## config.mk

```make
export PLATFORM = sky130hd
export DESIGN_NAME = pu_spi_bridge
export DESIGN_NICKNAME = d
export VERILOG_FILES = /design/src/rtl/pu_spi_bridge.sv
export SDC_FILE = /design/constraint.sdc
export NUM_CORES = 1
export LEC_CHECK = 0
export CORE_ASPECT_RATIO = 0.6
export CORE_MARGIN = 4
export CORE_UTILIZATION = 51
export CTS_BUF_LIST = sky130_fd_sc_hd__clkbuf_4
export DETAILED_ROUTE_END_ITERATION = 16
export PLACE_DENSITY_LB_ADDON = 0.2
export SLEW_MARGIN = 20
export SYNTH_ARGS = -nofsm -noshare
export SYNTH_HDL_FRONTEND = slang
export SYNTH_SLANG_ARGS = --single-unit
```

## constraint.sdc

```tcl
create_clock -name clk -period 1.5 [get_ports clk]
set_input_delay 0.375 -clock clk [delete_from_list [all_inputs] [get_ports clk]]
set_output_delay 0.375 -clock clk [all_outputs]
set_load 0.02 [all_outputs]
```

## src/rtl/pu_spi_bridge.sv

```systemverilog
// pu_spi_bridge: SPI-slave (mode 0) bridge that lets an external host drive a
// processing unit. Each 40-bit frame carries cmd[7:0] + payload[31:0] on MOSI
// and returns status[7:0] + rd_data[31:0] on MISO.
//
// Ports:
//   clk, RST            system clock, synchronous active-high reset
//   spi_sclk/cs/mosi    asynchronous SPI pins (cs active-low), synchronised here
//   spi_miso            serial out, 0 while CS is high
//   signal_wr/sel/oe    single-cycle PU strobes, registered, high only in EXEC
//   data_to_pu          last written payload; attr_to_pu is tied to 0
//   data_from_pu/attr_from_pu  PU result, captured on a READ (cmd 0x03)
//
// Only DATA_WIDTH = 32 and ATTR_WIDTH <= 4 are meaningful: the frame payload
// and the status byte layout are fixed.
module pu_spi_bridge #(
  parameter int DATA_WIDTH = 32,
  parameter int ATTR_WIDTH = 4,
  parameter int INVALID    = 1
) (
  input  logic                  clk,
  input  logic                  RST,
  input  logic                  spi_sclk,
  input  logic                  spi_cs,
  input  logic                  spi_mosi,
  output logic                  spi_miso,
  output logic                  signal_wr,
  output logic                  signal_sel,
  output logic                  signal_oe,
  output logic [DATA_WIDTH-1:0] data_to_pu,
  output logic [ATTR_WIDTH-1:0] attr_to_pu,
  input  logic [DATA_WIDTH-1:0] data_from_pu,
  input  logic [ATTR_WIDTH-1:0] attr_from_pu
);

  localparam int FRAME_W = 40;

  localparam logic [7:0] CMD_NOP  = 8'h00;
  localparam logic [7:0] CMD_WRA  = 8'h01;
  localparam logic [7:0] CMD_WRB  = 8'h02;
  localparam logic [7:0] CMD_READ = 8'h03;

  typedef enum logic [1:0] {
    IDLE  = 2'd0,
    SHIFT = 2'd1,
    EXEC  = 2'd2
  } state_t;

  state_t state, state_nxt;

  // Synchronisers: stages [0] and [1] form the 2-FF synchroniser, stage [2]
  // is the delayed copy used only for edge detection.
  logic [2:0] sclk_s;
  logic [2:0] cs_s;
  logic [1:0] mosi_s;

  logic sclk_rise, sclk_fall, cs_rise, cs_fall, mosi_bit;

  logic [FRAME_W-1:0]    rx_sr;
  logic [FRAME_W-1:0]    tx_sr;
  logic [5:0]            bit_cnt;
  logic [DATA_WIDTH-1:0] rd_data;
  logic [ATTR_WIDTH-1:0] attr_cap;
  logic                  err_cmd;
  logic                  err_frame;

  logic [3:0] attr_ext;
  logic [7:0] status;
  logic [7:0] cmd;

  // FSM decisions, consumed by the datapath register block
  logic frame_start;
  logic frame_bad;
  logic rx_shift;
  logic tx_shift;
  logic exec_go;
  logic wr_nxt, sel_nxt, oe_nxt;
  logic cmd_bad;

  always_ff @(posedge clk) begin
    if (RST) begin
      sclk_s <= 3'b000;
      cs_s   <= 3'b111;
      mosi_s <= 2'b00;
    end else begin
      sclk_s <= {sclk_s[1:0], spi_sclk};
      cs_s   <= {cs_s[1:0], spi_cs};
      mosi_s <= {mosi_s[0], spi_mosi};
    end
  end

  assign sclk_rise =  sclk_s[1] & ~sclk_s[2];
  assign sclk_fall = ~sclk_s[1] &  sclk_s[2];
  assign cs_rise   =  cs_s[1]   & ~cs_s[2];
  assign cs_fall   = ~cs_s[1]   &  cs_s[2];
  assign mosi_bit  =  mosi_s[1];

  // Zero-extend the captured attribute into the 4-bit status field.
  always_comb begin
    attr_ext = 4'd0;
    attr_ext[ATTR_WIDTH-1:0] = attr_cap;
  end

  assign status = {attr_ext, 1'b0, attr_cap[INVALID], err_cmd, err_frame};
  assign cmd    = rx_sr[FRAME_W-1 -: 8];

  // Command decode only matters on the SHIFT->EXEC transition (strobes) and
  // in EXEC itself (error flag, read capture); rx_sr is frozen across both.
  assign cmd_bad = (cmd != CMD_NOP) && (cmd != CMD_WRA) &&
                   (cmd != CMD_WRB) && (cmd != CMD_READ);
  assign wr_nxt  = exec_go && ((cmd == CMD_WRA) || (cmd == CMD_WRB));
  assign sel_nxt = exec_go && (cmd == CMD_WRB);
  assign oe_nxt  = exec_go && (cmd == CMD_READ);

  always_ff @(posedge clk) begin
    if (RST) begin
      state <= IDLE;
    end else begin
      state <= state_nxt;
    end
  end

  always_comb begin
    state_nxt   = state;
    frame_start = 1'b0;
    frame_bad   = 1'b0;
    rx_shift    = 1'b0;
    tx_shift    = 1'b0;
    exec_go     = 1'b0;
    case (state)
      IDLE: begin
        if (cs_fall) begin
          frame_start = 1'b1;
          state_nxt   = SHIFT;
        end
      end
      SHIFT: begin
        // A CS rise in the same cycle as an SCLK edge ends the frame and the
        // SCLK edge is dropped.
        if (cs_rise) begin
          if (bit_cnt == 6'd40) begin
            exec_go   = 1'b1;
            state_nxt = EXEC;
          end else begin
            frame_bad = 1'b1;
            state_nxt = IDLE;
          end
        end else begin
          rx_shift = sclk_rise;
          tx_shift = sclk_fall;
        end
      end
      EXEC: begin
        state_nxt = IDLE;
      end
      default: begin
        state_nxt = IDLE;
      end
    endcase
  end

  always_ff @(posedge clk) begin
    if (RST) begin
      rx_sr      <= '0;
      tx_sr      <= '0;
      bit_cnt    <= 6'd0;
      rd_data    <= '0;
      attr_cap   <= '0;
      err_cmd    <= 1'b0;
      err_frame  <= 1'b0;
      signal_wr  <= 1'b0;
      signal_sel <= 1'b0;
      signal_oe  <= 1'b0;
      data_to_pu <= '0;
    end else begin
      signal_wr  <= wr_nxt;
      signal_sel <= sel_nxt;
      signal_oe  <= oe_nxt;

      // Status is snapshotted at frame start, so each error is reported once
      // and a READ result only appears in the frame after the READ.
      if (frame_start) begin
        tx_sr     <= {status, rd_data};
        bit_cnt   <= 6'd0;
        err_cmd   <= 1'b0;
        err_frame <= 1'b0;
      end

      if (rx_shift) begin
        rx_sr <= {rx_sr[FRAME_W-2:0], mosi_bit};
        if (bit_cnt != 6'd63) begin
          bit_cnt <= bit_cnt + 6'd1;
        end
      end

      if (tx_shift) begin
        tx_sr <= {tx_sr[FRAME_W-2:0], 1'b0};
      end

      if (frame_bad) begin
        err_frame <= 1'b1;
      end

      if (wr_nxt) begin
        data_to_pu <= rx_sr[DATA_WIDTH-1:0];
      end

      // signal_oe is high during this EXEC cycle, so the PU output is valid now.
      if (state == EXEC) begin
        if (signal_oe) begin
          rd_data  <= data_from_pu;
          attr_cap <= attr_from_pu;
        end
        if (cmd_bad) begin
          err_cmd <= 1'b1;
        end
      end
    end
  end

  assign spi_miso   = ~cs_s[1] & tx_sr[FRAME_W-1];
  assign attr_to_pu = '0;

endmodule
```

==> Yosys cells after proc, flatten, opt, wreduce, memory -nomap -nowiden <==
Cells that the tools add are included.
{ "word_totals": {"inputBits": 41, "ff_bits": 169} }
{ "op_classes": {"eq_ne": 12, "add_sub_neg": 1, "n_mux": 26, "bitwise": 9, "reduce_logical": 14} }
{ "op_table": {"columns": ["op", "count"], "rows": [
  ["40-bit two-way mux", 2],
  ["6-bit two-way mux", 3],
  ["1-bit two-way mux", 17],
  ["8-bit by 2-bit equality test with 1-bit output (second input constant)", 2],
  ["8-bit by 2-bit inequality test with 1-bit output (second input constant)", 2],
  ["8-bit by 1-bit equality test with 1-bit output (second input constant)", 1],
  ["8-bit by 1-bit inequality test with 1-bit output (second input constant)", 1],
  ["8-bit nonzero test", 1],
  ["6-bit by 1-bit adder with 6-bit output (second input constant)", 1],
  ["6-bit equality test (second input constant)", 1],
  ["1-bit logical AND", 6],
  ["2-bit two-way mux", 3],
  ["6-bit inequality test (second input constant)", 1],
  ["1-bit AND", 5],
  ["2-bit inequality test (second input constant)", 2],
  ["1-bit NOT", 4],
  ["2-bit one-hot mux with 2 select lines", 1],
  ["2-bit AND reduction", 2],
  ["2-bit nonzero test", 2],
  ["2-bit by 1-bit equality test with 1-bit output (second input constant)", 1],
  ["2-bit equality test (second input constant)", 1],
  ["2-bit logical NOT", 1],
  ["2-bit OR reduction", 1],
  ["1-bit logical OR", 1]
]} }

==> Longest topological paths before layout <==
Gate-level depths: netlist of run 1.
{ "logic_depth": {"depth_word": 7, "mapped_depth": 8, "depth_no_buf": 6} }

==> Worst setup path after synthesis of run 1 <==
Ideal clock, no wire load.
{ "synth_timing": {"kind": "register to register", "start": "register state[1]", "end": "register tx_sr[17]", "stages_incl_launch_ff": 8, "t_required_ps": 1368, "arrival_time_ps": 1460, "n_path_buf": 3, "synth_period_minus_slack_ps": 1592, "path_slack_ps": -92, "setup_time_ps": 132, "path_cell_list": "dfxtp_1 > or4b_1 > buf_2 > o41a_4 > buf_6 > buf_6 > nand2_1 > a21oi_1"} }
{ "synth_between": {"elab_chain_cells": 3, "elab_cells_between_ends": 6, "cone_classes": "eq/ne (1); mux (3); reduce/logical (2)"} }
{ "synth_rtl": {"columns": ["item", "line_no", "rtl"], "rows": [
  ["from (decl)", "48", "state_t state, state_nxt;"],
  ["from (signal assigned)", "118", "state <= state_nxt;"],
  ["2-bit by 1-bit equality test with 1-bit output / 2-bit logical NOT (equally long branches)", "129", "case (state)"],
  ["1-bit two-way mux", "129", null],
  ["40-bit two-way mux / 2-bit nonzero test (equally long branches)", null, null],
  ["to (signal assigned)", "182", "tx_sr <= {status, rd_data};"],
  ["to (signal assigned)", "196", "tx_sr <= {tx_sr[FRAME_W-2:0], 1'b0};"],
  ["to (decl)", "59", "logic [FRAME_W-1:0] tx_sr;"]
]} }
Several ways; a longest one is shown, not always the timed one.
A chain may end at the register's enable or synchronous reset.

==> Final worst setup path of run 1 <==
{ "layout_timing": {"start": "register cs_s[2]", "end": "register rx_sr[23]"} }
{ "layout_between": {"elab_chain_cells": 4} }
{ "layout_rtl": {"columns": ["item", "line_no", "rtl"], "rows": [
  ["from (decl)", "53", "logic [2:0] cs_s;"],
  ["from (signal assigned)", "86", "cs_s <= {cs_s[1:0], spi_cs};"],
  ["1-bit NOT", "93", "assign cs_rise = cs_s[1] & ~cs_s[2];"],
  ["1-bit AND", "93", null],
  ["1-bit two-way mux", "139", "if (cs_rise) begin"],
  ["1-bit two-way mux", "129", null],
  ["to (signal assigned)", "189", "rx_sr <= {rx_sr[FRAME_W-2:0], mosi_bit};"],
  ["to (decl)", "58", "logic [FRAME_W-1:0] rx_sr;"]
]} }
Every way passes these cells.

==> metrics.cfg, run 1 <==
[outcome]
status = finished with violations
failed_checks = negative setup slack

[placed_design]
place_inst = 972
hpwl_mm = 9.171
place_congestion = 0.7804
postPlaceCellArea_um2 = 7420
io_buffers = 76

[pwr]
p_sw_uw = 1854
p_sw_share_pct = 24.12
ir_drop_v = 0.0004326
power_frac_comb_pct = 4.8
pwr-share-clk_pct = 36.6
seqPwrFrac_pct = 58.6
p_int_uw = 5831
power.density_nw_per_um2 = 866.4
leakagePower_uw = 0.002841

[yosys]
async_flop_share_pct = 0
synthCells = 760
synth_flop_cell = dfxtp_1
synth_area_um2 = 6330
synth_cell_types = 45
synth-seq-area-share_pct = 53.45
synth_edf_count = 0
avgSynthCellArea_um2 = 8.329
ys_warn_count = 0
synth-seq-cells = 169

[cells_and_area]
mostFrequentLayoutCell = nand2_1
stdcell_count = 1035
design_area_um2 = 8870
syn_to_final_growth_pct = 40.13
final_cell_mix = nand2_1, dfxtp_1, a21oi_1, buf_4, clkdlybuf4s50_1
nets = 900
drive_gt1_share_pct = 34.75

[floorplan]
core-area_um2 = 12100
initial_utilization_pct = 52.31
design.die.area_um2 = 14320
ios = 81
die_w_um = 151.8
rows = 31
die_h_um = 94.30

[timing]
setup_slack_ps = -199.5
maxClockFrequency_mhz = 588.4
fin_skew_ps = 23.52
drv_slew = 0
worst_hold_slack_ps = 159.2
finalCriticalPeriod_ps = 1700
rsz0062_at_grt = true
setup_viol = 122
period_share_pct = 113.3
final-hold-violation-count = 0

[drt]
wire_per_inst_um = 18.31
routed_via_density = 5.777
drtIter0Drc = 425
first_pass_iters = 6
vias = 5979
wl_mm = 18.96
ant_nets = 0
drc = 0

[critical_path]
worstPathMaxFanout = 10
crit_type = flip-flop to flip-flop
startpoint_type = flip-flop
cp-end-kind = flip-flop
critPathArrivalTime_ps = 2200
reg2regPathDepth = 8
crit_required_ps = 2000

[grt]
grt_pass1_vias = 5422
antenna_found_initial = 1
track_usage_pct = 22.12
grt_start_max_net_pins = 72
gr-total-overflow = 0
grt_pass1_wl_mm = 25.98

[clocking]
cts_tree = yes
clock-sinks = 169
cts_hold_buffers = 0
path_clk_slew_ps = 150
cts_buffer_depth = 2
root_buffer = clkbuf_4
cts_buffers = 17
clk_latency_ps = 570
htree_levels = 4

[min_path]
hold_class = primary input to flip-flop
hold_depth = 2

[flow_run]
cap_violations = 0

cell usage after synthesis (all sizes together), types with 2 or more instances:
master    n  area [µm²]
nand2   199       747.0
dfxtp   169        3383
a21oi   148       740.7
clkbuf   39       146.4
a22oi    37       277.8
nand3    37       185.2
o21ai    33       165.2
buf      28       175.2
nor2b     7       43.79
inv       6       22.52
nor2      5       18.77
a31oi     4       25.02
o211ai    4       30.03
or2       4       25.02
and3      3       18.77
nand2b    3       18.77
nand4     3       18.77
nor3      3       20.02
nor4      3       25.02
or3       3       23.77
and4bb    2       25.02
ha        2       25.02
xor2      2       17.52
critical path, cell delays in order, from the launching register on:
cell	delay [ps]
dfxtp_2	380
and2b_4	220
buf_6	120
buf_6	110
nor3_4	240
buf_12	180
buf_12	130
nand2_1	90
a21oi_1	160
sequential cells by signal (all words and copies together) (netlist names), 3 cells and up:
name        cells
bit_cnt         6
attr_cap        4
rx_sr          40
data_to_pu     32
sclk_s          3
rd_data        32
cs_s            3
tx_sr          40
metrics by stage:
stage          setup TNS (ps)  worst slack [ps]  utilization, %  total power, µW
6_report               -13440            -199.5           73.29             7685
5_1_grt                -19090            -208.7           73.29             7905
4_1_cts                 -4731            -96.15           67.19             7643
3_5_place_dp            -6876            -127.4           61.31             4907
3_3_place_gp           -888.6            -48.04           61.31             4902
2_1_floorplan           -1977            -86.41               -             4747
power by group through the flow:
stage | sequential (µW) | combinational, µW | clock (µW)
detailed placement | 4600 | 303 | 0
global route | 4510 | 383 | 3010
finish | 4510 | 367 | 2810
floorplan | 4600 | 143 | 0
CTS | 4500 | 316 | 2820
global placement | 4600 | 298 | 0
path summary, 6_finish.rpt:
kind                 from   endpoint  slack (ps)
setup / recovery  cs_s[2]  rx_sr[23]        -200
hold / removal        RST  rx_sr[38]         160
setup reg to reg  cs_s[2]  rx_sr[23]        -200
hold reg to reg   cs_s[0]    cs_s[1]         430
what timing repair did:
item | CTS | global route
cloned | 3 | 15
pin swaps | 64 | 37
endpoints found under the setup margin | 155 | 175
gates resized for setup | 265 | 136
buffers inserted | 10 | 5
per-layer routing:
metal / vias to the layer above / track usage (%) / part of all wire (%) / wire (µm)
met4: 0 / 8.527 / 2.2 / 408
met3: 41 / 4.970 / 6.8 / 1286
li1: 2806 / - / - / -
met1: 2902 / 29.36 / 45 / 8487
met2: 230 / 35.52 / 46 / 8773
met5: - / 0 / 0 / 0
layout make-up:
type                    count  area [µm²]
flip-flops and latches    169        3425
multi-input cells         523        3334
fillers                   824        3232
repair buffers            140        1582
well taps                 165       206.4
clock inverters            14       170.2
clock buffers              17       127.6
inverters                   6       22.52
diodes                      1       2.502
kinds of logic (layout without fill, tap and decap cells):
family                     after synthesis  in the layout  synth area share [%]
and+or+nand+nor                        280            280                 19.53
adders and majority gates                3              3                0.5534
AOI/OAI and AO/OA                      231            233                 20.54
xor gates and xnor gates                 2              2                0.2768
muxes                                    1              1                0.1581
DFF                                    169            169                 53.45
buffers and inverters                   73            177                 5.436
other                                    1              5               0.05924
No activity file was read; power rests on OpenSTA's default activity.
==> run 2, diff against run 1 <==
--- a/config.mk
+++ b/config.mk
@@ -15,3 +15,4 @@
 export SYNTH_ARGS = -nofsm -noshare
 export SYNTH_HDL_FRONTEND = slang
 export SYNTH_SLANG_ARGS = --single-unit
+export TNS_END_PERCENT = 30
==> run 2 against run 1 <==
Wire length down 15%; the run still ends with negative setup slack left; clock power down 8.2%; hold slack worse by 2.9 ps; largest power group unchanged; largest cell class unchanged; non-clock buffer count down 18; critical path type unchanged; highest routed layer unchanged.
==> metrics.cfg, run 2 (synthesized netlist as in run 1, its figures left out) <==
[cells_and_area]
mostFrequentLayoutCell = nand2_1
top_regs = rx_sr (40), tx_sr (40)
final_cell_mix = nand2_1, dfxtp_1, a21oi_1, clkdlybuf4s50_1, buf_2
syn_to_final_growth_pct = 27.55
fill_cells = 987  ; +20%
nets = 880  ; -2.2%
drive_gt1_share_pct = 24.94  ; -9.8 points
final_core_util_pct = 66.72  ; -6.6 points

[timing]
maxClockFrequency_mhz = 615.8  ; +4.7%
worst_hold_slack_ps = 156.3  ; -2.901 ps
finalCriticalPeriod_ps = 1624  ; -75.67 ps
drv_slew = 0  ; unchanged
fin_skew_ps = 22.41  ; -1.113 ps
final-hold-violation-count = 0  ; unchanged
period_share_pct = 108.3  ; -5.0 points
rsz0062_at_grt = true
setup_viol = 77  ; -37%
setup_slack_ps = -123.8  ; +75.67 ps

[pwr]
power.density_nw_per_um2 = 916.2  ; +5.7%
pwr-share-clk_pct = 34.8  ; -1.8 points
ir_drop_v = 0.0004372  ; +1.1%
p_int_uw = 5644  ; -3.2%
p_sw_share_pct = 23.70  ; -0.42 points
p_sw_uw = 1753  ; -5.4%
seqPwrFrac_pct = 60.9  ; +2.3 points
leakagePower_uw = 0.002653  ; -6.6%
power_frac_comb_pct = 4.3  ; -0.5 points

[drt]
drc = 0  ; unchanged
first_pass_iters = 5  ; -1
wire_per_inst_um = 15.87  ; -13%
vias = 5657  ; -5.4%
wl_mm = 16.12  ; -15%
routed_via_density = 5.568  ; -3.6%
drtIter0Drc = 358  ; -16%
ant_nets = 0  ; unchanged

[min_path]
hold_class = primary input to flip-flop

[floorplan]
ios = 81  ; unchanged
die_w_um = 151.8  ; unchanged
die_h_um = 94.30  ; unchanged
rows = 31  ; unchanged
core-area_um2 = 12100  ; unchanged
design.die.area_um2 = 14320  ; unchanged
initial_utilization_pct = 52.31  ; unchanged

[clocking]
cts_tree = yes
clock-sinks = 169  ; unchanged
clk_latency_ps = 530  ; -40 ps
root_buffer = clkbuf_4
cts_buffer_depth = 2  ; unchanged
path_clk_slew_ps = 150  ; about the same
htree_levels = 4  ; unchanged
cts_buffers = 17  ; unchanged

[placed_design]
place_congestion = 0.7846  ; +0.54%
hpwl_mm = 9.096  ; -0.83%
io_buffers = 76  ; unchanged

[critical_path]
critPathArrivalTime_ps = 2050  ; -150 ps
cp-end-kind = flip-flop
crit_required_ps = 1930  ; -70 ps
worstPathMaxFanout = 8  ; -2
startpoint_type = flip-flop
crit_type = flip-flop to flip-flop

[grt]
track_usage_pct = 20.77  ; -1.3 points
grt_pass1_vias = 5253  ; -3.1%
grt_start_max_net_pins = 77  ; +6.9%
grt_pass1_wl_mm = 24.84  ; -4.4%
antenna_found_initial = 1  ; unchanged
gr-total-overflow = 0  ; unchanged

[outcome]
status = finished with violations
failed_checks = negative setup slack

[flow_run]
cap_violations = 0  ; unchanged

-- run 2: final cells by class --
cell class,count,area (µm²),area share [%]
inverters,6,22.52,0.2789
flip-flops and latches,169,3407,42.20
diodes,1,2.502,0.03099
multi-input cells,521,2950,36.54
clock inverters,15,147.6,1.829
well taps,165,206.4,2.557
repair buffers,122,1210,14.99
clock buffers,17,127.6,1.581
-- run 2: routing by layer --
| metal | part of all wire (%) | track usage [%] |
|---|---|---|
| met1 | 47 | 28.96 |
| met2 | 46 | 31.87 |
| met3 | 5.7 | 4.280 |
| met4 | 1.4 | 8.003 |
| met5 | 0 | 0 |
-- run 2: worst max-delay path, cell delays in order (launching register included) --
cell,delay (ps)
dfxtp_1,340
nand2b_1,170
or3_4,450
or4_1,490
o31ai_1,80
-- run 2: repair_timing --
item,in CTS,in global routing
pin swaps,23,32
endpoints found under the setup margin,158,169
hold buffers,0,0
gates resized for setup,183,92
gates cloned,2,5
setup buffers,5,2
-- run 2: power groups by stage --
stage                     combinational (µW)  sequential, µW  clock [µW]
final                                    315            4510        2580
after CTS                                298            4510        2630
after global placement                   288            4600           0
after detailed placement                 291            4610           0
after global routing                     336            4510        2830
after floorplan                          143            4600           0
-- run 2: worst paths after layout --
| kind | slack (ps) | end | cells past startpoint | from |
|---|---|---|---|---|
| max | -120 | bit_cnt[0] | 4 | sclk_s[2] |
| min | 160 | rd_data[27] | 2 | RST |
| max reg2reg | -120 | bit_cnt[0] | 4 | sclk_s[2] |
| min reg2reg | 430 | cs_s[1] | 1 | cs_s[0] |
-- run 2: through the flow --
step	total power [µW]	cell area, µm²	setup TNS, ps	cells	worst slack, ps
final	7397	8074	-4159	1016	-123.8
after global routing	7675	8074	-12630	1016	-187.1
after CTS	7439	7701	-3309	1010	-93.46
after detailed placement	4896	7400	-6792	971	-128.3
after global placement	4893	7400	-1642	971	-72.42
after floorplan	4747	6352	-2827	763	-86.41
==> run 3, diff against run 2 <==
--- a/config.mk
+++ b/config.mk
@@ -5,9 +5,10 @@
 export SDC_FILE = /design/constraint.sdc
 export NUM_CORES = 1
 export LEC_CHECK = 0
+export ABC_CLOCK_PERIOD_IN_PS = 1550
 export CORE_ASPECT_RATIO = 0.6
 export CORE_MARGIN = 4
-export CORE_UTILIZATION = 51
+export CORE_UTILIZATION = 57
 export CTS_BUF_LIST = sky130_fd_sc_hd__clkbuf_4
 export DETAILED_ROUTE_END_ITERATION = 16
 export PLACE_DENSITY_LB_ADDON = 0.2
==> constraint.sdc (replaced) <==
create_clock -name clk -period 1.55 [get_ports clk]
set_input_delay 0.3875 -clock clk [delete_from_list [all_inputs] [get_ports clk]]
set_output_delay 0.3875 -clock clk [all_outputs]
set_load 0.02 [all_outputs]
==> run 3 against run 2 <==
The flow still finishes with violations (negative setup slack); critical endpoint is now bit_cnt[2]; count of clock-buffer cells in the layout up 1; largest power group unchanged; final cell count down 3.0%; first-iteration DRC count up 40%; core utilization up 6.0 points; total power down 7.6%; largest cell class unchanged; highest routed layer unchanged.
==> metrics.cfg, run 3 (synthesized netlist as in run 1, its figures left out) <==
[floorplan]
initial_utilization_pct = 59.14  ; +6.8 points
die_w_um = 144.0  ; -5.1%
core-area_um2 = 10700  ; -12%
design.die.area_um2 = 12910  ; -9.8%
ios = 81  ; unchanged
die_h_um = 89.63  ; -5.0%
rows = 29  ; -6.5%

[cells_and_area]
final_core_util_pct = 72.74  ; +6.0 points
top_regs = rx_sr (40), tx_sr (40)
mostFrequentLayoutCell = nand2_1
drive_gt1_share_pct = 19.01  ; -5.9 points
final_cell_mix = nand2_1, dfxtp_1, a21oi_1, clkdlybuf4s50_1, a22oi_1
design_area_um2 = 7786  ; -3.6%
diodes = 0  ; -1
nets = 877  ; -0.34%
syn_to_final_growth_pct = 23.01

[grt]
busiest_layer = met2
antenna_found_initial = 0  ; -1
grt_pass1_wl_mm = 23.05  ; -7.2%
track_usage_pct = 21.93  ; +1.2 points
gr-total-overflow = 0  ; unchanged
met1_usage_pct = 29.80  ; +0.85 points
grtUsageMet2_pct = 35.19  ; +3.3 points
met3_usage_pct = 4.815  ; +0.54 points
grt_pass1_vias = 5049  ; -3.9%
grt_start_max_net_pins = 67  ; -13%

[flow_run]
cap_violations = 0  ; unchanged

[timing]
setup_slack_ps = -106.3  ; +17.49 ps
rsz0062_at_grt = true
maxClockFrequency_mhz = 603.7  ; -2.0%
finalCriticalPeriod_ps = 1656  ; +32.51 ps
fin_skew_ps = 22.38  ; -0.03170 ps
final-hold-violation-count = 0  ; unchanged
setup_viol = 65  ; -16%
period_share_pct = 106.9  ; -1.4 points
setup_tns_ps = -1787  ; +2372 ps
drv_slew = 0  ; unchanged

[clocking]
root_buffer = clkbuf_4
htree_levels = 4  ; unchanged
cts_buffers = 17  ; unchanged
path_clk_slew_ps = 120  ; -30 ps
clk_latency_ps = 540  ; about the same
cts_tree = yes
cts_buffer_depth = 2  ; unchanged
clock-sinks = 169  ; unchanged

[placed_design]
hpwl_mm = 9.107  ; +0.12%
place_congestion = 0.7827  ; -0.24%
postPlaceCellArea_um2 = 7289  ; -1.5%
io_buffers = 76  ; unchanged

[pwr]
ir_drop_v = 0.0004831  ; +10%
leakagePower_uw = 0.002597  ; -2.1%
power.density_nw_per_um2 = 877.7  ; -4.2%
p_total_uw = 6834  ; -7.6%

[critical_path]
setup.worst_path.end = bit_cnt[2]
critPathLaunch = sclk_s[2]
r2r_slack_ps = -110  ; +20 ps
crit_required_ps = 1990  ; +60 ps
r2r-start = sclk_s[2]
cp-end-kind = flip-flop
startpoint_type = flip-flop
worstPathMaxFanout = 7  ; -1
rr_endpoint = bit_cnt[2]
critPathArrivalTime_ps = 2090  ; +40 ps
reg2regPathDepth = 5  ; +1
crit_type = flip-flop to flip-flop

[outcome]
failed_checks = negative setup slack
status = finished with violations

[drt]
ant_nets = 0  ; unchanged
wire_per_inst_um = 16.04  ; +1.1%
drtIter0Drc = 502  ; +40%
drc = 0  ; unchanged
vias = 5680  ; +0.41%
first_pass_iters = 5  ; unchanged
routed_via_density = 5.761  ; +3.5%
wl_mm = 15.81  ; -1.9%

[min_path]
hold_class = primary input to flip-flop

## run 3: critical path, cell delays in order (launching register included)
cell	delay (ps)
dfxtp_1	340
nand2b_1	180
or3_4	440
buf_4	170
o21a_1	200
a221oi_2	250
## run 3: power breakdown
part / total, µW / switching, µW / internal, µW
logic: 300 / 155 / 145
clock network: 2170 / 1520 / 651
registers: 4360 / 8.19 / 4350
total: 6830 / 1680 / 5150
## run 3: how the worst min path moves through the flow
stage                       start         end  cells after the start
after floorplan           cs_s[0]     cs_s[1]                      1
after global placement    cs_s[0]     cs_s[1]                      1
after detailed placement  cs_s[0]     cs_s[1]                      1
after CTS                     RST  bit_cnt[0]                      3
after global routing          RST  bit_cnt[0]                      3
final                         RST  bit_cnt[0]                      3
## run 3: repair_timing
| item | 4_1_cts | 5_1_grt |
|---|---|---|
| pin swaps | 2 | 46 |
| gates resized for setup | 158 | 62 |
| hold buffers | 0 | 0 |
| setup endpoints to repair | 138 | 124 |
| gates cloned | 0 | 8 |
| buffers inserted | 2 | 6 |
## run 3: final cells by class
cell class	instances	area (µm²)
well taps	139	173.9
fillers	783	2918
inverters	6	22.52
repair buffers	119	1181
clock buffers	18	135.1
clock inverters	14	101.3
multi-input cells	521	2774
flip-flops and latches	169	3398
## run 3: through the flow
stage | worst slack [ps] | hold WS [ps] | instances
after floorplan | -36.48 | 389.4 | 763
after global placement | -4.587 | 403.0 | 938
after detailed placement | -68.18 | 400.1 | 938
after CTS | -54.98 | 226.4 | 972
after global routing | -157.9 | 213.5 | 986
final | -106.3 | 269.5 | 986
## run 3: layer usage
layer  vias to the layer above  wire length, µm
li1                       2744                -
met1                      2698             7312
met2                       223             7230
met3                        15             1136
met4                         0              133
met5                         -                0
==> edit: new RTL, config.mk and constraints of run 1 <==
Encoding of `state_t`: now one-hot (3 bits for 3 states).
--- a/src/rtl/pu_spi_bridge.sv
+++ b/src/rtl/pu_spi_bridge.sv
@@ -40,8 +40,8 @@
   localparam logic [7:0] CMD_READ = 8'h03;
 
-  typedef enum logic [1:0] {
-    IDLE  = 2'd0,
-    SHIFT = 2'd1,
-    EXEC  = 2'd2
+  typedef enum logic [2:0] {
+    IDLE  = 3'b001,
+    SHIFT = 3'b010,
+    EXEC  = 3'b100
   } state_t;
 
Function: same outputs for any inputs over 10 cycles, from zero or initial values and one cycle with RST high; not proved beyond that.
==> edit against run 1 <==
The run still ends with negative setup slack left; core utilization is 1.8 points lower; cell count is 5.1% higher; setup slack worse by 0.18 ns; wire length is 8.9% lower; sequential cell count is 1 higher; clock power is 19% lower; cell area is 1.5% lower; critical endpoint is now data_to_pu[1]; power is 7.1% lower; largest power group unchanged; synthesized area is 2.3% higher; first-iteration DRC count is 9.9% higher.
==> edit: results (changes against run 1) <==
.. list-table::
   :header-rows: 1

   * - Metric
     - Value
   * - Share of final-layout standard cells stronger than drive strength 1
     - 30.6% (-4.2 points)
   * - Combined area of the multi-input logic cells
     - 0.00332 mm^2 (-0.53%)
   * - Most area-consuming cells after synthesis
     - sky130_fd_sc_hd__dfxtp_1 53%, sky130_fd_sc_hd__nand2_1 12%, sky130_fd_sc_hd__a21oi_1 11%
   * - Multi-Input Combinational
     - 564 (+7.8%)
   * - Via count of the first global-routing pass
     - 5450 (+0.52%)
   * - Filler Cell Count
     - 875 (+6.2%)
   * - Average wire per standard cell
     - 15.9 um (-13%)
   * - Count of inverters other than clock inverters in the layout
     - 4 (-2)
   * - Global placement routability congestion
     - 0.816 (+4.6%)
   * - Net total in the final layout
     - 954 (+6.0%)
   * - Met3 wire length
     - 797 um (-38%)
   * - Slowest CP cell
     - sky130_fd_sc_hd__or4_4
   * - Placed cell areas
     - 0.00795 mm^2 (+7.2%)
   * - Starting DRT DRC Count
     - 467 (+9.9%)
   * - Largest net degree at the start of global routing
     - 50 (-31%)
   * - Result of the run
     - complete, but fails checks
   * - Final setup violating endpoints
     - 123 (+0.82%)
   * - Met1 GRT Util
     - 30.8% (+1.4 points)
   * - Register area share after synthesis
     - 52.6% (-0.88 points)
   * - Global-route total usage across every layer
     - 21.7% (-0.47 points)
   * - Repair and plain buffers
     - 154 (+10%)
   * - Violations in the final reports
     - negative setup slack
   * - Crit path arrival time
     - 2.34 ns (+0.14 ns)
   * - Slowest stage delay, CP
     - 0.58 ns (+0.20 ns)
   * - Clock Latency Late Sink
     - 0.55 ns (-0.02 ns)
   * - Total number of vias
     - 6050 (+1.2%)
   * - Commonest cells in the netlist
     - 199 x sky130_fd_sc_hd__nand2_1, 170 x sky130_fd_sc_hd__dfxtp_1, 148 x sky130_fd_sc_hd__a21oi_1, 61 x sky130_fd_sc_hd__clkbuf_1, 43 x sky130_fd_sc_hd__nor2_1
   * - Worst clock skew
     - 0.0217 ns (-0.00180 ns)
   * - Length in cells of the worst reg-to-reg path
     - 5 (-3)
   * - Peak ir drop on the vdd network
     - 0.485 mV (+12%)
   * - Final non-clock buffer share
     - 17.7% (-0.12 points)
   * - Worst setup slack after layout
     - -0.382 ns (-0.183 ns)
   * - Met2 layer usage reported by global route
     - 33.9% (-1.6 points)
   * - Number of detailed-route iterations in the first pass
     - 5 (-1)
   * - Area taken by flip-flops and latches
     - 0.00343 mm^2 (about the same)
   * - Number of antenna repair diodes
     - 0 (-1)
   * - Clock Network Area Fraction
     - 2.61% (-0.75 points)
==> edit: logic make-up after synthesis <==
family                   after synthesis  synth area share, %
AO/OA/AOI/OAI                        233                 20.0
adder cells (fa/ha/maj)                2                0.386
other                                  1               0.0579
multiplexers                           1                0.155
buffers and inverters                 74                 4.70
flip-flops                           170                 52.6
XOR/XNOR                               2                0.271
AND/OR/NAND/NOR                      322                 21.9
==> edit: stage by stage <==
step,setup slack (ns),cells,utilization [%],hold slack [ns],TNS [ns]
global route,-0.433,1088,71.5,0.138,-39.94
finish,-0.382,1088,71.5,0.150,-33.79
CTS,-0.311,1080,68.3,0.129,-30.03
floorplan,-0.275,808,-,0.389,-22.80
global placement,-0.257,1037,65.1,0.403,-24.07
detailed placement,-0.338,1037,65.1,0.403,-30.36
==> edit: power by group <==
part           internal (uW)  total (uW)  switching (uW)
registers               4520        4530            7.83
logic                    159         331             172
clock network            648        2280            1630
